<file path="config.mk">
export PLATFORM = sky130hd
export DESIGN_NAME = key_beep_pattern_flat
export DESIGN_NICKNAME = d
export VERILOG_FILES = /design/src/rtl/key_beep_pattern_if.sv /design/src/rtl/key_beep_pattern.sv /design/src/flat_wrapper.sv
export SDC_FILE = /design/constraint.sdc
export NUM_CORES = 1
export LEC_CHECK = 0
export CAP_MARGIN = 20
export CORE_UTILIZATION = 57
export CTS_CLUSTER_DIAMETER = 80
export DETAILED_ROUTE_END_ITERATION = 12
export GPL_ROUTABILITY_DRIVEN = 0
export PLACE_DENSITY = 0.77
export SYNTH_ARGS = -nofsm -noshare
export SYNTH_HDL_FRONTEND = slang
export SYNTH_SLANG_ARGS = --single-unit
export TNS_END_PERCENT = 30
</file>
<file path="constraint.sdc">
create_clock -name sys_clk -period 2.16 [get_ports sys_clk]
set_input_delay 0.432 -clock sys_clk [delete_from_list [all_inputs] [get_ports sys_clk]]
set_output_delay 0.432 -clock sys_clk [all_outputs]
set_load 0.01 [all_outputs]
</file>
<file path="src/rtl/key_beep_pattern_if.sv">
// Key-to-buzzer link between key_debounce and the beep pattern player.
//   key_value : debounced key level, 0 = pressed, 1 = released
//   key_flag  : 1-cycle pulse, key_value has just settled at a new level
//   beep      : buzzer drive, a square wave during bursts, 0 otherwise
//   busy      : 1 while a beep pattern is playing
// Handshake: key_flag is a plain strobe with no back-pressure. The consumer
// samples key_value on every rising clock edge where key_flag is 1. A release
// that arrives while busy is 1 is still tracked, but it does not start a pattern.
interface key_beep_pattern_if;
    logic key_value;
    logic key_flag;
    logic beep;
    logic busy;

    modport master (output key_value, output key_flag, input beep, input busy);
    modport slave  (input key_value, input key_flag, output beep, output busy);
endinterface

</file>
<file path="src/rtl/key_beep_pattern.sv">
// Key beep pattern player. It classifies each key press as short or long,
// based on how long the key was held. When the key is released and no
// pattern is playing, it plays SHORT_BEEPS or LONG_BEEPS tone bursts.
// Each burst lasts ON_CYC cycles, and bursts are separated by OFF_CYC
// silent cycles.
//   sys_clk  : system clock, rising edge
//   sys_rst  : asynchronous, active-high reset
//   kb       : key stream in (key_value/key_flag), buzzer out (beep/busy)
//   state_o  : current FSM state, for observation (0 IDLE, 1 ON, 2 OFF)
module key_beep_pattern #(
    parameter int TONE_HALF   = 12500,
    parameter int ON_CYC      = 5000000,
    parameter int OFF_CYC     = 5000000,
    parameter int LONG_CYC    = 50000000,
    parameter int SHORT_BEEPS = 1,
    parameter int LONG_BEEPS  = 3
) (
    input  logic                 sys_clk,
    input  logic                 sys_rst,
    key_beep_pattern_if.slave    kb,
    output logic [1:0]           state_o
);
    typedef enum logic [1:0] {
        IDLE = 2'd0,
        ON   = 2'd1,
        OFF  = 2'd2
    } state_t;

    localparam int DUR_MAX = (ON_CYC > OFF_CYC) ? ON_CYC : OFF_CYC;
    localparam int TONE_W  = $clog2(TONE_HALF + 1);
    localparam int DUR_W   = $clog2(DUR_MAX + 1);
    localparam int PRESS_W = $clog2(LONG_CYC + 1);

    localparam logic [TONE_W-1:0]  TONE_LAST = TONE_W'(TONE_HALF - 1);
    localparam logic [DUR_W-1:0]   ON_LAST   = DUR_W'(ON_CYC - 1);
    localparam logic [DUR_W-1:0]   OFF_LAST  = DUR_W'(OFF_CYC - 1);
    localparam logic [PRESS_W-1:0] PRESS_SAT = PRESS_W'(LONG_CYC);
    localparam logic [3:0]         N_SHORT   = 4'(SHORT_BEEPS);
    localparam logic [3:0]         N_LONG    = 4'(LONG_BEEPS);

    state_t               state_q;
    logic                 beep_q;
    logic                 busy_q;
    logic                 pressed_q;
    logic [PRESS_W-1:0]   press_cnt_q;
    logic [3:0]           beeps_left_q;
    logic [TONE_W-1:0]    tone_cnt_q;
    logic [DUR_W-1:0]     dur_cnt_q;

    logic press_ev;
    logic release_ev;
    logic is_long;
    logic request;

    assign press_ev   = kb.key_flag & ~kb.key_value;
    // A release only counts when a press was seen first.
    assign release_ev = kb.key_flag & kb.key_value & pressed_q;
    // On the release edge, press_cnt_q holds the hold time. It saturates at
    // LONG_CYC, so this compare is the long/short decision.
    assign is_long    = (press_cnt_q >= PRESS_SAT);
    assign request    = release_ev & (state_q == IDLE);

    assign kb.beep = beep_q;
    assign kb.busy = busy_q;
    assign state_o = state_q;

    // Press duration tracking runs regardless of the pattern player.
    always_ff @(posedge sys_clk or posedge sys_rst) begin
        if (sys_rst) begin
            pressed_q   <= 1'b0;
            press_cnt_q <= '0;
        end else if (press_ev) begin
            pressed_q   <= 1'b1;
            press_cnt_q <= PRESS_W'(1);
        end else if (release_ev) begin
            pressed_q   <= 1'b0;
        end else if (pressed_q && !kb.key_flag && press_cnt_q < PRESS_SAT) begin
            press_cnt_q <= press_cnt_q + PRESS_W'(1);
        end
    end

    always_ff @(posedge sys_clk or posedge sys_rst) begin
        if (sys_rst) begin
            state_q      <= IDLE;
            beep_q       <= 1'b0;
            busy_q       <= 1'b0;
            beeps_left_q <= '0;
            tone_cnt_q   <= '0;
            dur_cnt_q    <= '0;
        end else begin
            case (state_q)
                IDLE: begin
                    beep_q <= 1'b0;
                    busy_q <= 1'b0;
                    if (request) begin
                        state_q      <= ON;
                        busy_q       <= 1'b1;
                        beep_q       <= 1'b1;
                        beeps_left_q <= is_long ? N_LONG : N_SHORT;
                        tone_cnt_q   <= '0;
                        dur_cnt_q    <= '0;
                    end
                end
                ON: begin
                    if (dur_cnt_q == ON_LAST) begin
                        // The end of a burst takes priority over the tone toggle,
                        // so each burst always ends with beep low.
                        beep_q       <= 1'b0;
                        beeps_left_q <= beeps_left_q - 4'd1;
                        dur_cnt_q    <= '0;
                        if (beeps_left_q == 4'd1) begin
                            state_q <= IDLE;
                            busy_q  <= 1'b0;
                        end else begin
                            state_q <= OFF;
                        end
                    end else begin
                        dur_cnt_q <= dur_cnt_q + DUR_W'(1);
                        if (tone_cnt_q == TONE_LAST) begin
                            beep_q     <= ~beep_q;
                            tone_cnt_q <= '0;
                        end else begin
                            tone_cnt_q <= tone_cnt_q + TONE_W'(1);
                        end
                    end
                end
                OFF: begin
                    beep_q <= 1'b0;
                    if (dur_cnt_q == OFF_LAST) begin
                        state_q    <= ON;
                        beep_q     <= 1'b1;
                        tone_cnt_q <= '0;
                        dur_cnt_q  <= '0;
                    end else begin
                        dur_cnt_q <= dur_cnt_q + DUR_W'(1);
                    end
                end
                default: begin
                    state_q <= IDLE;
                    beep_q  <= 1'b0;
                    busy_q  <= 1'b0;
                end
            endcase
        end
    end
endmodule

</file>
<file path="src/flat_wrapper.sv">
// flat-port wrapper written by rule: the top's interface ports become plain ports
module key_beep_pattern_flat 
#(
    parameter int TONE_HALF   = 12500,
    parameter int ON_CYC      = 5000000,
    parameter int OFF_CYC     = 5000000,
    parameter int LONG_CYC    = 50000000,
    parameter int SHORT_BEEPS = 1,
    parameter int LONG_BEEPS  = 3
)
  (sys_clk, sys_rst, state_o, kb_key_value, kb_key_flag, kb_beep, kb_busy);
  key_beep_pattern_if kb_i ();
  input  logic sys_clk;
  input  logic sys_rst;
  output logic [1:0] state_o;
  input wire logic [$bits(kb_i.key_value)-1:0] kb_key_value;
  input wire logic [$bits(kb_i.key_flag)-1:0] kb_key_flag;
  output wire logic [$bits(kb_i.beep)-1:0] kb_beep;
  output wire logic [$bits(kb_i.busy)-1:0] kb_busy;
  assign kb_i.key_value = kb_key_value;
  assign kb_i.key_flag = kb_key_flag;
  assign kb_beep = kb_i.beep;
  assign kb_busy = kb_i.busy;
  key_beep_pattern #(.TONE_HALF(TONE_HALF), .ON_CYC(ON_CYC), .OFF_CYC(OFF_CYC), .LONG_CYC(LONG_CYC), .SHORT_BEEPS(SHORT_BEEPS), .LONG_BEEPS(LONG_BEEPS)) u_core (.sys_clk(sys_clk), .sys_rst(sys_rst), .kb(kb_i), .state_o(state_o));
endmodule
</file>
==> impl_metrics.tcl <==
set metrics [dict create \
    crit_type "reg -> reg" \
    layout_common_cells "dfrtp_1 (72), buf_4 (64), nand2_1 (42)" \
    cts.reportedPaths.clkPinSlew_ns 0.07 \
    syn-num-nets 484 \
    path_cells "or4_4 -> o21a_4 -> o211a_2 -> or4_1 -> a21oi_1" \
    totalWireLength_um 10880 \
    grt_start_max_net_pins 42 \
    syn-cell-area_sq_um 4270 \
    cp-end-kind "flop" \
    period_share 1.007 \
    post-cts-setup-buffers 0 \
    ys_dominant_reg_cell "dfrtp_1" \
    tightest_slew_ns 0.8427 \
    period_needed_ns 2.176 \
    start_kind "flop" \
    area_growth_syn_to_layout_pct 22.62 \
    die_area_sq_um 7842 \
    hold_buffers 0 \
    drc 0 \
    grt_pass1_wl_um 17480 \
    drive_above_1_share 0.2100 \
    fillers 553 \
    worstReg2RegEnd "u_core.press_cnt_q[6]" \
    dp_hpwl_um 7281 \
    start_util 0.5888 \
    die_w_um 88.56 \
    ys_ff_latch 72 \
    critPathMaxFanout 5 \
    insertion_delay_ns 0.35 \
    max_stage_delay_ns 0.54 \
    min_path_type "in -> async" \
    syn_area_per_cell_sq_um 9.086 \
    critPathSlowestCell "or4_4" \
    rows 31 \
    port-buffer-count 7 \
    grt_pass1_vias 3826 \
    boundaryPins 8 \
    yosys.area.top_type "dfrtp_1" \
    setup_viol 2 \
    r2r_slack_ns -0.02 \
    dpl-instance-area_sq_um 4922 \
    root_buffer "clkbuf_8" \
    power.density_nw_per_um2 467.2 \
    seq_area_frac_synth 0.4219 \
    max_slew_margin 0.4305 \
    ys_async_sr_fraction 1.000 \
    core_sq_um 7253 \
    dpl.cell_count 621 \
    cts_buffers 9 \
    syn_inst 470 \
    rsz0062_at_grt "yes" \
    cts_tree "done" \
    final_area_sq_um 5236 \
    htree_levels 3 \
    finalPower_mw 2.446 \
    slew_viol_final 0 \
    fin_skew_ns 0.01257 \
    maxCapViolations 0 \
    drtPass1Iterations 5 \
    antenna_cells 0 \
    via_count 4022 \
    required_ns 2.43 \
    grt_antenna_before_repair 0 \
    violations "negative setup slack" \
    postLayoutSetupSlackWorst_ns -0.01573 \
    drtAntennaViolNets 0 \
    fmax_mhz 459.6 \
    final_cells 637 \
    cp_data_arrival_time_ns 2.45 \
    nets 550 \
    yosys.area.top_type_share 0.4219 \
    r2r-start "u_core.press_cnt_q[11]" \
    ys_types 52 \
    synth_edf_count 0 \
    synthTopCellsByArea "dfrtp_1 (42%), o31ai_1 (4.6%), nand2_1 (3.7%), nand3_1 (3.5%), mux2i_1 (3.3%)" \
    cts.sinks 72 \
    dr.first_iter.drc_count 248 \
    grt_overflow_total 0 \
    yosysWarningCount 0 \
    mostFrequentLayoutCell "dfrtp_1" \
    fp.dieH_um 88.56 \
    vdd.ir_drop.worst_uv 330.6 \
    grt_use_total 0.2878 \
    clk_path_buf_depth 2 \
    finalHoldViolations 0 \
    outcome "finished with violations" \
    via_per_inst 6.314 \
    worstRegToRegCells 5 \
    power_leakage_nw 2.262 \
    wl_per_cell_um 17.08 \
]
[Yosys cell counts (all sizes together), types with 2 or more instances]
cell,number
nand4b,3
nor3,16
dfrtp,72
ha,10
or4,8
a21oi,17
o21ai,17
nand4,18
nor3b,3
a211oi,4
and4,6
o31ai,26
or3,4
nand3,30
a31oi,7
nor2,37
and2,11
o41ai,5
a22o,2
o211ai,3
nor4,11
nand2,42
xnor2,12
a41oi,2
and3,10
o21a,4
a221o,3
nor2b,5
nor4b,5
clkbuf,18
buf,4
mux2i,14
mux2,3
xor2,6
inv,13
nand2b,6
[registers in the layout (all words and copies together), names as in the netlist]
signal and cells:
u_core.state_o 2, u_core.tone_cnt_q 14, u_core.press_cnt_q 26, u_core.kb.busy 1
u_core.beeps_left_q 4, u_core.dur_cnt_q 23, u_core.pressed_q 1, u_core.kb.beep 1
[metal layers]
metal,track usage,vias to the layer above,wire (um)
met5,0,-,0
li1,-,1913,-
met2,0.5189,113,5528
met1,0.3493,1975,4642
met3,0.03918,21,489
met4,0.1085,0,223
[worst max-delay path by stage]
stage	from	to	slack, ns	cells past startpoint
5_1_grt	u_core.press_cnt_q[18]	u_core.press_cnt_q[0]	-0.07	4
3_5_place_dp	kb_key_flag	u_core.tone_cnt_q[13]	-0.12	7
4_1_cts	u_core.press_cnt_q[11]	u_core.press_cnt_q[10]	-0.02	5
6_report	u_core.press_cnt_q[11]	u_core.press_cnt_q[6]	-0.02	5
3_3_place_gp	kb_key_flag	u_core.tone_cnt_q[11]	-0.10	7
2_1_floorplan	u_core.dur_cnt_q[0]	u_core.dur_cnt_q[19]	-0.03	9
[stage by stage]
stage | worst slack (ns) | utilization | setup TNS [ns] | hold WS [ns]
6_report | -0.01573 | 0.7219 | -0.02100 | 0.4897
5_1_grt | -0.06979 | 0.7219 | -0.4678 | 0.5292
4_1_cts | -0.01541 | 0.7019 | -0.01541 | 0.4930
3_5_place_dp | -0.1248 | 0.6786 | -1.574 | 0.5052
3_3_place_gp | -0.1022 | 0.6786 | -1.158 | 0.4788
2_1_floorplan | -0.02702 | - | -0.03080 | 0.4515
[cell families after synthesis]
logic type | count (synthesis) | share of synthesized area
AND/OR/NAND/NOR | 219 | 0.2757
AO/OA/AOI/OAI | 99 | 0.1620
flip-flops | 72 | 0.4219
buffers and inverters | 35 | 0.03340
XOR/XNOR | 18 | 0.03692
multiplexers | 17 | 0.04073
adder cells (fa/ha/maj) | 10 | 0.02930
[layout make-up]
type | instances | area, sq um | share of cell area
clock inverters | 1 | 5.005 | 0.0009558
flip-flops and latches | 72 | 1802 | 0.3441
multi-input cells | 365 | 2482 | 0.4741
repair buffers | 75 | 615.6 | 0.1176
inverters | 13 | 52.55 | 0.01004
clock buffers | 12 | 155.1 | 0.02963
well taps | 99 | 123.9 | 0.02366
[power breakdown]
| part | internal (mW) | leakage (nW) | switching, mW |
|---|---|---|---|
| sequential | 1.36 | 0.907 | 0.0161 |
| clock | 0.460 | 0.0842 | 0.478 |
| combinational | 0.0485 | 1.27 | 0.0819 |
| total | 1.87 | 2.26 | 0.576 |
[what timing repair did]
action / CTS / global route
endpoints found under the setup margin: 13 / 25
gates cloned: 0 / 3
endpoints found under the hold margin: 0 / 0
pin swaps: 5 / 3
resized for setup: 2 / 25
[worst max-delay path: cells and delay by family (launching register included)]
family | cells | cell delay [ns]
AO/OA/AOI/OAI | 3 | 0.67
flip-flops | 1 | 0.38
AND/OR/NAND/NOR | 2 | 1.05
Power figures use the tool's default switching activity.
